===== src/rtl/vc_wrr_arbiter.sv =====
// rtl/vc_wrr_arbiter.sv - weighted round-robin arbiter draining 4 VC source FIFOs into one destination FIFO
//
// Purpose: picks one virtual channel per cycle to move a word from its source
// FIFO to the shared destination FIFO. Each VC may take up to weight[n]
// consecutive grants before the pointer rotates to the next non-empty VC.
//
// Ports:
//   clk             - clock, rising edge
//   rst             - asynchronous active-low reset
//   enb             - block enable; 0 freezes all state and blocks grants
//   init            - load weight_cfg into the weight registers (via INIT)
//   weight_cfg      - packed per-VC weights, VCn at [n*WEIGHT_W +: WEIGHT_W]
//   vc_empty        - per-VC source FIFO empty flags
//   dst_almost_full - destination backpressure, blocks grants
//   vc_pop          - one-hot pop to the granted source FIFO
//   dst_push        - push to the destination FIFO
//   vc_sel          - granted VC index this cycle, else last granted index
//   idle / active   - state indicators
module vc_wrr_arbiter #(
  parameter int WEIGHT_W = 2,
  parameter int NUM_VC   = 4
) (
  input  logic                         clk,
  input  logic                         rst,
  input  logic                         enb,
  input  logic                         init,
  input  logic [NUM_VC*WEIGHT_W-1:0]   weight_cfg,
  input  logic [NUM_VC-1:0]            vc_empty,
  input  logic                         dst_almost_full,
  output logic [NUM_VC-1:0]            vc_pop,
  output logic                         dst_push,
  output logic [1:0]                   vc_sel,
  output logic                         idle,
  output logic                         active
);

  typedef enum logic [1:0] {
    ST_RESET  = 2'd0,
    ST_INIT   = 2'd1,
    ST_IDLE   = 2'd2,
    ST_ACTIVE = 2'd3
  } state_t;

  state_t              state_q;
  logic [1:0]          ptr_q;
  logic [WEIGHT_W-1:0] credit_q;
  logic [WEIGHT_W-1:0] weight_q [NUM_VC];
  logic [1:0]          sel_q;

  logic                any_req;
  logic                grant;
  logic [1:0]          tgt;
  logic [1:0]          scan_idx;

  // A configured weight of 0 would starve the VC; it is promoted to 1.
  function automatic logic [WEIGHT_W-1:0] fix_w(input logic [WEIGHT_W-1:0] w);
    return (w == '0) ? WEIGHT_W'(1) : w;
  endfunction

  assign any_req = ~&vc_empty;

  // rst is folded in so pops drop the instant reset asserts, even before the
  // state register's async clear has propagated.
  assign grant = rst && enb && !init && (state_q == ST_ACTIVE) &&
                 !dst_almost_full && any_req;

  // Target search: scan ptr+4 (== ptr) down to ptr+1 so the nearest non-empty
  // VC after ptr wins. Offset 4 only matters when ptr is the sole non-empty VC
  // with exhausted credit; it is then re-granted with a fresh credit load.
  always_comb begin
    tgt      = ptr_q;
    scan_idx = ptr_q;
    for (int k = NUM_VC; k >= 1; k--) begin
      scan_idx = ptr_q + 2'(k);
      if (!vc_empty[scan_idx]) tgt = scan_idx;
    end
    if (!vc_empty[ptr_q] && (credit_q != '0)) tgt = ptr_q;
  end

  assign vc_pop   = grant ? (NUM_VC'(1) << tgt) : '0;
  assign dst_push = grant;
  assign vc_sel   = grant ? tgt : sel_q;
  assign idle     = (state_q == ST_IDLE);
  assign active   = (state_q == ST_ACTIVE);

  always_ff @(posedge clk or negedge rst) begin
    if (!rst) begin
      state_q  <= ST_RESET;
      ptr_q    <= '0;
      credit_q <= '0;
      sel_q    <= '0;
      for (int i = 0; i < NUM_VC; i++) weight_q[i] <= WEIGHT_W'(1);
    end else if (enb) begin
      if (grant) begin
        sel_q <= tgt;
        if ((tgt == ptr_q) && (credit_q != '0)) begin
          credit_q <= credit_q - WEIGHT_W'(1);
        end else begin
          // The grant just issued consumes one unit of the new VC's weight.
          ptr_q    <= tgt;
          credit_q <= weight_q[tgt] - WEIGHT_W'(1);
        end
      end

      case (state_q)
        ST_RESET: state_q <= ST_INIT;
        ST_INIT: begin
          for (int i = 0; i < NUM_VC; i++)
            weight_q[i] <= fix_w(weight_cfg[i*WEIGHT_W +: WEIGHT_W]);
          ptr_q    <= '0;
          credit_q <= fix_w(weight_cfg[0 +: WEIGHT_W]);
          state_q  <= ST_IDLE;
        end
        ST_IDLE: begin
          if (init)                             state_q <= ST_INIT;
          else if (any_req && !dst_almost_full) state_q <= ST_ACTIVE;
        end
        ST_ACTIVE: begin
          if (init)          state_q <= ST_INIT;
          else if (!any_req) state_q <= ST_IDLE;
        end
        default: state_q <= ST_RESET;
      endcase
    end
  end

endmodule


===== config.mk =====
export PLATFORM = sky130hd
export DESIGN_NAME = vc_wrr_arbiter
export DESIGN_NICKNAME = d
export VERILOG_FILES = /design/src/rtl/vc_wrr_arbiter.sv
export SDC_FILE = /design/constraint.sdc
export NUM_CORES = 1
export LEC_CHECK = 0
export BUFFER_PORTS_ARGS = -buffer_cell sky130_fd_sc_hd__buf_2
export CAP_MARGIN = 10
export CORE_UTILIZATION = 25
export DETAILED_ROUTE_END_ITERATION = 16
export HOLD_SLACK_MARGIN = 0.06
export PLACE_DENSITY = 0.42
export SLEW_MARGIN = 30
export SYNTH_ARGS = -nofsm -noshare
export SYNTH_HDL_FRONTEND = slang
export SYNTH_SLANG_ARGS = --single-unit

===== constraint.sdc =====
create_clock -name clk -period 2.1 [get_ports clk]
set_input_delay 0.42 -clock clk [delete_from_list [all_inputs] [get_ports clk]]
set_output_delay 0.42 -clock clk [all_outputs]
set_load 0.05 [all_outputs]

==> flow_summary.yaml <==
drt:
  drtIter0Drc: 119
  num_vias: 1349
  wl_per_cell_microns: 13.60
  drt-pass1-iter-count: 4
  avgViaCountPerCell: 4.733
  drt-total-wl_microns: 3876
  drtAntennaViolNets: 0
  drc: 0
floorplanning:
  io_pins: 26
  start_util_pct: 25.83
  die_x_microns: 71.86
  core_area_sq_um: 4723
  die_area_sq_um: 5163
  rows: 25
  die_y_microns: 71.86
synth:
  synth_ff_type: "dfrtp_1"
  synthTopCellsByArea: "dfrtp_1 (25%), dfstp_2 (8.6%), nand2_1 (6.8%)"
  synth_nets: 162
  synth_edf_count: 0
  yosysSeqAreaShare_pct: 33.23
  ys_ff_latch: 16
  synth_cell_types: 51
  synthMuxAreaShare_pct: 5.744
  yosys.area_share.simple_pct: 27.79
  synthXorXnorAreaFrac_pct: 1.436
  synth_fa_ha_area_share_pct: 0
  synth_top_area_cell: "dfrtp_1"
  synthesis.area_sq_um: 1220
  yosysWarningCount: 0
  synth_compound_area_share_pct: 26.46
  synth_top_family_by_area: "simple AND/OR/NAND/NOR gates"
  netlist_instances: 145
  syn_avg_cell_area_sq_um: 8.413
  netlist.area_leader.share_pct: 24.62
  async_flop_share_pct: 100.0
timing:
  final-max-slew-violation-count: 0
  finalWorstSetupSlack_ns: -0.4118
  max_freq_ghz: 0.3981
  period_minus_slack_ns: 2.512
  tightest_slew_ns: 0.4010
  hold_viol: 0
  rsz0062_at_grt: "true"
  setup_violations: 9
  skew_ns: 0.004831
  fin_crit_sh_pct: 119.6
  slew_headroom_pct: 72.99
global_route:
  use_met1_pct: 20.10
  grt_use_met2_pct: 25.26
  overflow: 0
  grt_max_degree: 20
  grt_pass1_vias: 1304
  antenna_found_initial: 0
  grt_first_pass_wirelength_microns: 6106
  met3_usage_pct: 3.235
  track_usage_pct: 15.12
  top_usage_layer: "met2"
layout:
  area_growth_pct: 71.69
  stdcell_count: 285
  drive_above_1_share_pct: 57.34
  final_area_sq_um: 2095
  n_antenna_cell: 0
  fin_nets: 236
  final_cell_mix: "buf_4 (44), nand2_1 (19), buf_2 (16)"
  mostFrequentLayoutCell: "buf_4"
  fill_cells: 469
place:
  placedInstanceArea_sq_um: 1739
  placed_cells: 268
  dpl.hpwl_microns: 2798
  io_buffers: 25
  finalWeightedCongestion: 0.8250
clock_network:
  cts_hold_buf: 0
  insertion_delay_ns: 0.25
  cts.sinks: 16
  clk_transition_reported_paths_ns: 0.07
  clockBufferDepth: 2
  cts_max_level: 1
  cts_tree: "done"
  cts_made_buffers: 3
  root_buffer: "clkbuf_8"
run_status:
  violations: "setup timing"
  outcome: "finished, violations left"
power:
  p_leak_nw: 0.9378
  powerDensity_nw_per_um2: 996.2
  total_power_w: 0.002087
  ir_drop_uv: 529.0
setup_path:
  arrival_ns: 2.09
  r2r_cells: 10
  ff2ff_setup_slack_ns: -0.30
  required_ns: 1.68
  worst_setup_path_end_kind: "output port"
  rr_endpoint: "credit_q[0]"
  start_kind: "flop"
  cp_max_fo: 4
  critPathKind: "flop to output port"
  worstReg2RegStart: "ptr_q[0]"
run:
  max-cap-violations: 0
worst_hold_path:
  hold_class: "input pin to async pin"
where the power goes:
| group | internal, W | leakage, nW | switching (W) |
|---|---|---|---|
| Combinational | 0.000597 | 0.720 | 0.000649 |
| Clock | 0.000166 | 0.0288 | 0.000113 |
| Sequential | 0.000470 | 0.189 | 0.0000918 |
worst max-delay path by stage:
stage                      startpoint  cells past startpoint         to
final                        ptr_q[0]                      7  vc_sel[0]
after global routing         ptr_q[0]                      7  vc_sel[0]
after global placement    vc_empty[2]                      9  vc_pop[0]
after CTS                    ptr_q[0]                      7  vc_sel[0]
after detailed placement  vc_empty[2]                      9  vc_pop[0]
after floorplan           vc_empty[3]                      7  vc_pop[0]
layer usage:
layer	wire, microns	vias up
li1	-	663
met1	1766	653
met2	1929	29
met3	144	4
met4	36	0
met5	0	-
timing repair:
action                                  in CTS  in global routing
endpoints found under the hold margin        0                  0
pin swaps                                   15                 13
buffers inserted                             6                  7
endpoints found under the setup margin      11                 11
gates resized for setup                     31                 16
state kept, by name, indices dropped and copies added (netlist names):
name and count:
weight_q 8, credit_q 2, ptr_q 2, sel_q 2
state_q 2
synth_stat cells (2+ instances only):
master	n
a21o_1	2
a21oi_1	5
a31oi_1	3
and2_1	3
buf_4	3
dfrtp_1	12
dfstp_2	4
inv_1	5
mux2_2	4
nand2_1	22
nand2b_1	2
nor2_1	12
nor2b_1	9
nor3_1	4
nor3b_1	2
o211ai_1	2
o21ai_0	11
o221a_2	3
o31ai_1	2
or2_2	4
kinds of logic after synthesis:
logic type | Yosys count
AO/OA/AOI/OAI | 43
XOR/XNOR | 2
buffers and inverters | 12
flip-flops | 16
multiplexers | 6
AND/OR/NAND/NOR | 66
critical path, stage by stage, from the launching register on:
cell and delay, ns:
dfrtp_1 0.40, mux2_4 0.32, and2_4 0.16, o311a_4 0.36
o22ai_4 0.20, or2_4 0.20, nand2_2 0.06, buf_8 0.15
cell type report:
cell class	instances	area, sq um	share of cell area, %
tap	67	83.83	4.002
inverter	6	27.53	1.314
timing repair buffer	75	590.6	28.20
sequential	16	405.4	19.35
clock buffer	4	55.05	2.628
multi-input combinational	117	932.1	44.50
stage by stage:
stage          TNS (ns)  hold WS [ns]  utilization [%]  setup slack (ns)
2_1_floorplan    -1.722        0.1244                -           -0.3100
3_3_place_gp     -3.906        0.4267            36.82           -0.4813
3_5_place_dp     -4.035        0.4356            36.82           -0.4955
4_1_cts          -2.816        0.1629            41.35           -0.4259
5_1_grt          -3.671        0.1745            44.34           -0.4938
6_report         -3.049        0.1505            44.34           -0.4118
Note: power is estimated with default switching activity, not from simulation.
